--- config.mk ---
export PLATFORM = sky130hd
export DESIGN_NAME = mcu_block_builder
export DESIGN_NICKNAME = d
export VERILOG_FILES = /design/src/rtl/mcu_block_builder.sv
export SDC_FILE = /design/constraint.sdc
export NUM_CORES = 2
export LEC_CHECK = 0
export BUFFER_PORTS_ARGS = -buffer_cell sky130_fd_sc_hd__buf_4
export CAP_MARGIN = 20
export CORE_MARGIN = 1.5
export CORE_UTILIZATION = 47
export CTS_BUF_LIST = sky130_fd_sc_hd__clkbuf_2 sky130_fd_sc_hd__clkbuf_4 sky130_fd_sc_hd__clkbuf_8
export DETAILED_ROUTE_END_ITERATION = 10
export GPL_TIMING_DRIVEN = 0
export PLACE_DENSITY = 0.65
export SKIP_CTS_REPAIR_TIMING = 1
export SYNTH_ARGS = -nofsm -noshare
export SYNTH_HDL_FRONTEND = slang
export SYNTH_SLANG_ARGS = --single-unit
--- constraint.sdc ---
create_clock -name i_clk -period 18.9 [get_ports i_clk]
set_clock_uncertainty 0.15 [all_clocks]
set_input_delay 0.945 -clock i_clk [delete_from_list [all_inputs] [get_ports i_clk]]
set_output_delay 0.945 -clock i_clk [all_outputs]
set_load 0.1 [all_outputs]
--- src/rtl/mcu_block_builder.sv ---
// Purpose : RGB pixels in MCU raster order -> YCbCr, level-shifted -> serial 8x8 blocks for the FDCT.
// Latency : 1-cycle conversion; first block sample valid 2 cycles after the last MCU pixel is accepted.
// Backpr. : pixel side stalls (o_pix_ready=0) for the whole drain; block side holds outputs while !i_blk_ready.
//
// Ports
//   i_clk, i_rst                 clock, synchronous active-high reset
//   i_mode_420                   1 = 4:2:0 (16x16 MCU, 6 blocks), 0 = 4:4:4 (8x8 MCU, 3 blocks);
//                                sampled on the first pixel of each MCU
//   i_pix_r/g/b, i_pix_valid     unsigned 8-bit RGB pixel, accepted when valid && o_pix_ready
//   o_pix_ready                  high while filling the MCU buffer
//   o_blk_data                   signed sample -128..127, sign-extended to 16 bits
//   o_blk_valid, i_blk_ready     block-side handshake
//   o_blk_id                     0..3 = Y0..Y3, 4 = Cb, 5 = Cr
//   o_blk_first / o_blk_last     sample 0 of a block / sample 63 of the final Cr block
module mcu_block_builder #(
  parameter int FRAC = 10
) (
  input  logic        i_clk,
  input  logic        i_rst,
  input  logic        i_mode_420,
  input  logic [7:0]  i_pix_r,
  input  logic [7:0]  i_pix_g,
  input  logic [7:0]  i_pix_b,
  input  logic        i_pix_valid,
  output logic        o_pix_ready,
  output logic [15:0] o_blk_data,
  output logic        o_blk_valid,
  input  logic        i_blk_ready,
  output logic [2:0]  o_blk_id,
  output logic        o_blk_first,
  output logic        o_blk_last
);

  typedef enum logic [1:0] {S_FILL, S_CONV, S_DRAIN} state_t;
  state_t r_state, w_state_nxt;

  logic [7:0] r_pix_cnt;
  logic       r_mode;
  logic [5:0] r_smp_cnt;
  logic [2:0] r_blk_cnt;

  // conversion pipeline register
  logic       r_p_vld, r_p_420;
  logic [7:0] r_p_r, r_p_g, r_p_b;
  logic [3:0] r_p_row, r_p_col;

  // sample storage; Y blocks packed as {blk[1:0], idx[5:0]}
  logic [7:0]        r_ybuf  [0:255];
  logic [7:0]        r_cbbuf [0:63];
  logic [7:0]        r_crbuf [0:63];
  logic signed [10:0] r_acc_cb [0:7];
  logic signed [10:0] r_acc_cr [0:7];

  logic       w_fill, w_drain, w_mode, w_pix_acc, w_pix_last;
  logic [3:0] w_row, w_col;
  logic [2:0] w_blk_id;
  logic       w_blk_end, w_mcu_end, w_blk_xfer;
  logic [7:0] w_rd;

  assign w_fill     = (r_state == S_FILL) && !i_rst;
  assign w_drain    = (r_state == S_DRAIN);
  // mode is taken live on the first pixel, then held for the rest of the MCU
  assign w_mode     = (r_pix_cnt == 8'd0) ? i_mode_420 : r_mode;
  assign w_pix_acc  = i_pix_valid && w_fill;
  assign w_row      = w_mode ? r_pix_cnt[7:4] : {1'b0, r_pix_cnt[5:3]};
  assign w_col      = w_mode ? r_pix_cnt[3:0] : {1'b0, r_pix_cnt[2:0]};
  assign w_pix_last = w_mode ? (r_pix_cnt == 8'd255) : (r_pix_cnt == 8'd63);

  // 4:4:4 emits block slots 0,1,2 as ids 0,4,5
  assign w_blk_id   = r_mode ? r_blk_cnt :
                      (r_blk_cnt == 3'd0) ? 3'd0 : (r_blk_cnt == 3'd1) ? 3'd4 : 3'd5;
  assign w_blk_end  = (r_smp_cnt == 6'd63);
  assign w_mcu_end  = w_blk_end && (w_blk_id == 3'd5);
  assign w_blk_xfer = w_drain && i_blk_ready;

  always_ff @(posedge i_clk) begin
    if (i_rst) begin
      r_state   <= S_FILL;
      r_pix_cnt <= 8'd0;
      r_mode    <= 1'b0;
      r_p_vld   <= 1'b0;
      r_smp_cnt <= 6'd0;
      r_blk_cnt <= 3'd0;
    end else begin
      r_state <= w_state_nxt;
      r_p_vld <= w_pix_acc;
      if (w_pix_acc) begin
        if (r_pix_cnt == 8'd0) r_mode <= i_mode_420;
        r_pix_cnt <= w_pix_last ? 8'd0 : r_pix_cnt + 8'd1;
      end
      if (w_blk_xfer) begin
        r_smp_cnt <= r_smp_cnt + 6'd1;
        if (w_mcu_end)      r_blk_cnt <= 3'd0;
        else if (w_blk_end) r_blk_cnt <= r_blk_cnt + 3'd1;
      end
    end
  end

  always_comb begin
    w_state_nxt = r_state;
    o_pix_ready = 1'b0;
    o_blk_valid = 1'b0;
    case (r_state)
      S_FILL: begin
        o_pix_ready = w_fill;
        if (w_pix_acc && w_pix_last) w_state_nxt = S_CONV;
      end
      // lets the last pixel's conversion land in the buffer before draining
      S_CONV: w_state_nxt = S_DRAIN;
      S_DRAIN: begin
        o_blk_valid = 1'b1;
        if (w_blk_xfer && w_mcu_end) w_state_nxt = S_FILL;
      end
      default: w_state_nxt = S_FILL;
    endcase
  end

  always_ff @(posedge i_clk) begin
    if (w_pix_acc) begin
      r_p_r   <= i_pix_r;
      r_p_g   <= i_pix_g;
      r_p_b   <= i_pix_b;
      r_p_row <= w_row;
      r_p_col <= w_col;
      r_p_420 <= w_mode;
    end
  end

  function automatic logic [7:0] sat8(input logic signed [20:0] v);
    if (v > 21'sd127)       sat8 = 8'h7f;
    else if (v < -21'sd128) sat8 = 8'h80;
    else                    sat8 = v[7:0];
  endfunction

  logic signed [20:0] w_r, w_g, w_b, w_y_sum, w_cb_sum, w_cr_sum;
  logic [7:0]         w_y8, w_cb8, w_cr8;
  logic signed [10:0] w_cb_ext, w_cr_ext, w_cb_q, w_cr_q;
  logic [7:0]         w_cb_avg, w_cr_avg;
  logic [5:0]         w_y_idx, w_q_idx;
  logic [1:0]         w_y_blk;
  logic [2:0]         w_acc_i;

  assign w_r      = $signed({13'd0, r_p_r});
  assign w_g      = $signed({13'd0, r_p_g});
  assign w_b      = $signed({13'd0, r_p_b});
  assign w_y_sum  = 21'sd306 * w_r + 21'sd601 * w_g + 21'sd117 * w_b + 21'sd512;
  assign w_cb_sum = 21'sd512 * w_b - 21'sd173 * w_r - 21'sd339 * w_g + 21'sd512;
  assign w_cr_sum = 21'sd512 * w_r - 21'sd429 * w_g - 21'sd83 * w_b + 21'sd512;
  assign w_y8     = sat8((w_y_sum >>> FRAC) - 21'sd128);
  assign w_cb8    = sat8(w_cb_sum >>> FRAC);
  assign w_cr8    = sat8(w_cr_sum >>> FRAC);

  assign w_y_idx  = {r_p_row[2:0], r_p_col[2:0]};
  assign w_y_blk  = r_p_420 ? {r_p_row[3], r_p_col[3]} : 2'b00;
  assign w_q_idx  = {r_p_row[3:1], r_p_col[3:1]};
  assign w_acc_i  = r_p_col[3:1];
  assign w_cb_ext = $signed({{3{w_cb8[7]}}, w_cb8});
  assign w_cr_ext = $signed({{3{w_cr8[7]}}, w_cr8});
  // full quad sum on the odd-row, odd-column pixel; rounded mean always fits -128..127
  assign w_cb_q   = r_acc_cb[w_acc_i] + w_cb_ext + 11'sd2;
  assign w_cr_q   = r_acc_cr[w_acc_i] + w_cr_ext + 11'sd2;
  assign w_cb_avg = sat8(21'(w_cb_q >>> 2));
  assign w_cr_avg = sat8(21'(w_cr_q >>> 2));

  always_ff @(posedge i_clk) begin
    if (r_p_vld) begin
      r_ybuf[{w_y_blk, w_y_idx}] <= w_y8;
      if (!r_p_420) begin
        r_cbbuf[w_y_idx] <= w_cb8;
        r_crbuf[w_y_idx] <= w_cr8;
      end else if (!r_p_row[0]) begin
        // even row: even column starts the pair sum, odd column adds to it
        r_acc_cb[w_acc_i] <= r_p_col[0] ? r_acc_cb[w_acc_i] + w_cb_ext : w_cb_ext;
        r_acc_cr[w_acc_i] <= r_p_col[0] ? r_acc_cr[w_acc_i] + w_cr_ext : w_cr_ext;
      end else if (!r_p_col[0]) begin
        r_acc_cb[w_acc_i] <= r_acc_cb[w_acc_i] + w_cb_ext;
        r_acc_cr[w_acc_i] <= r_acc_cr[w_acc_i] + w_cr_ext;
      end else begin
        r_cbbuf[w_q_idx] <= w_cb_avg;
        r_crbuf[w_q_idx] <= w_cr_avg;
      end
    end
  end

  always_comb begin
    w_rd = 8'd0;
    case (w_blk_id)
      3'd4:    w_rd = r_cbbuf[r_smp_cnt];
      3'd5:    w_rd = r_crbuf[r_smp_cnt];
      default: w_rd = r_ybuf[{w_blk_id[1:0], r_smp_cnt}];
    endcase
  end

  assign o_blk_data  = w_drain ? {{8{w_rd[7]}}, w_rd} : 16'd0;
  assign o_blk_id    = w_blk_id;
  assign o_blk_first = w_drain && (r_smp_cnt == 6'd0);
  assign o_blk_last  = w_drain && w_mcu_end;

endmodule

==> run metrics <==
Core ar.=0.296 sq mm; largest net degree at the start of global routing=93; Inserted Clock Buffers=542; chip height=548 um; Via Count=72500; DRC viols=0; fin crit period=12.20 ns; hold slack final=0.0407 ns; Worst-Skew Late Latency=1.17 ns; Fmax achieved=0.0820 GHz; largest area contributor in the netlist=edfxtp_1; fin crit share=64.5%; Iter 0 DRT Violations=8514; Rel. slew slack=16.6%; critical path startpoint=r_p_r[1]$_DFFE_PP_; clock slew at reported path FFs=0.06 ns; Setup Total Neg Slack=0 ns; net count after synthesis=7413; Async S/R FF share, synth=0%; TritonCTS clock tree=done; Post-synth EDFFs=3281; Routed Antenna Nets=0; die area=0.301 sq mm; final count of pins violating max slew=0; clk sink count=3308; status=finished, final reports clean; first-pass detailed-route iteration total=5; Cell variety after synth=85; mean number of vias per cell=6.03; startpoint types=register; Worst Tran Pin Value=1.25 ns; global route total overflow=0; Top FF cell, synth=edfxtp_1; I/O pin total=52; Routed WL=370 mm; Netlist Area Pre-Place=0.140 sq mm; CP Capture Type=register; count leader, synth=edfxtp_1; Worst EP arrival=13.01 ns; first-pass GRT wire length=528 mm; Tot GR Track Use=24.5%; CTS H-tree lvls=6; Tightest Hold Check Type=input port to register; Yosys warnings=0; FF-to-FF Start=r_p_r[1]$_DFFE_PP_; starting density of the core=47.2%; final hold violation count=0; worst path required time=19.71 ns; Rows=200; CP max-delay cell=edfxtp_1; CP peak stage delay=0.87 ns; top cells by area, synth=edfxtp_1 (70%), mux4_2 (16%), ha_1 (3.2%); CP max FO=16; cell count after synthesis=6882; RSZ-0062 raised after global routing=false; Synth Register Bits=3308; antenna violations before repair=11; Die X=548 um; final RePlAce weighted congestion=0.873; cell mode on critical path=inv_1; Synth top cells by count=edfxtp_1 (3281), mux4_2 (1012), nor2_1 (440); WL per Instance=30.8 um; kind of critical path=register to register; # port buffers=51; Mean Syn Cell Area=20.3 sq um; detailed placer's ending HPWL=252 mm; share of Yosys cell area claimed by the top area cell type=70.5%; root buf cell=clkbuf_8; final core area utilization=53.7%; Clock Tree Buf Depth=4; ratio of cells with drive above 1 in the final layout=29.1%; Layout Nets=8185; area grow syn2layout=13.9%; Final setup viols=0; vias in the first global route=73500; MaxCap Viol Count=0; hold path startpoint=i_blk_ready; post-synthesis sequential area ratio=70.9%
## final timing paths
| kind | endpoint | slack [ns] | cells past startpoint |
|---|---|---|---|
| setup / recovery | r_cbbuf[26][1]$_DFFE_PP_ | 6.70 | 39 |
| hold / removal | r_state[1]$_SDFFE_PP0P_ | 0.04 | 4 |
| setup reg to reg | r_cbbuf[26][1]$_DFFE_PP_ | 6.70 | 39 |
| hold reg to reg | r_state[1]$_SDFFE_PP0P_ | 0.39 | 2 |
## critical path, delay by kind of cell (launching register included)
family	cells	cell delay (ns)
adders and majority gates	8	3.21
buffers and inverters	8	1.42
xor gates and xnor gates	2	0.45
and+or+nand+nor	4	1.10
AOI/OAI and AO/OA	17	4.85
DFF	1	0.87
## layout make-up
class	count	area, sq um
Multi-Input combinational cell	2918	38500
Fill cell	22800	137000
Clock inverter	213	1530
Sequential cell	3308	99100
Timing Repair Buffer	228	3440
Buffer	317	1380
Antenna cell	10	25.0
Clock buffer	744	9030
Tap cell	3939	4930
Inverter	339	1270
## cells in the final DEF, fill, tap and decap left out, drive strengths merged, types with 139 or more instances in the layout
cell type / count
buf: 339
mux4: 1012
nor2: 440
nand2: 167
clkbuf: 924
clkinv: 163
inv: 372
edfxtp: 3281
fa: 139
ha: 363
## kinds of logic after synthesis
kind of cell | share of synthesized area, %
fa+ha+maj | 5.25
compound gates | 2.02
xor+xnor | 0.840
mux | 16.7
flops | 70.9
simple gates | 2.44
buf+inv | 1.88
## registers in the layout (all words and copies together) (netlist names), named ones only
signal	flops
r_ybuf	2048
r_cbbuf	512
r_crbuf	512
r_acc_cb	88
r_acc_cr	88
r_p_b	8
r_p_g	8
r_p_r	8
r_pix_cnt	8
r_smp_cnt	6
r_p_col	4
r_p_row	4
r_blk_cnt	3
r_state	2
r_mode	1
r_p_420	1
r_p_vld	1
## layer usage
metal / wire length (um) / up-vias / track usage, % / part of all wire (%)
met2: 177000 / 3654 / 39.0 / 48
met5: 21 / - / 0 / 0.0057
li1: - / 29700 / - / -
met4: 13200 / 4 / 8.62 / 3.6
met3: 32100 / 647 / 4.74 / 8.7
met1: 147000 / 38500 / 34.1 / 40
## per-stage QoR
step | std cells | setup slack [ns] | cell area (sq um)
global route | 12000 | 6.07 | 159000
floorplan | 6882 | 2.46 | 140000
CTS | 12000 | 6.81 | 159000
finish | 12000 | 6.70 | 159000
global placement | 10900 | -6.71 | 145000
detailed placement | 11000 | 6.88 | 148000
Power is not shown: default switching activity piles up to over one toggle a cycle in this logic, so the estimate is an artifact.
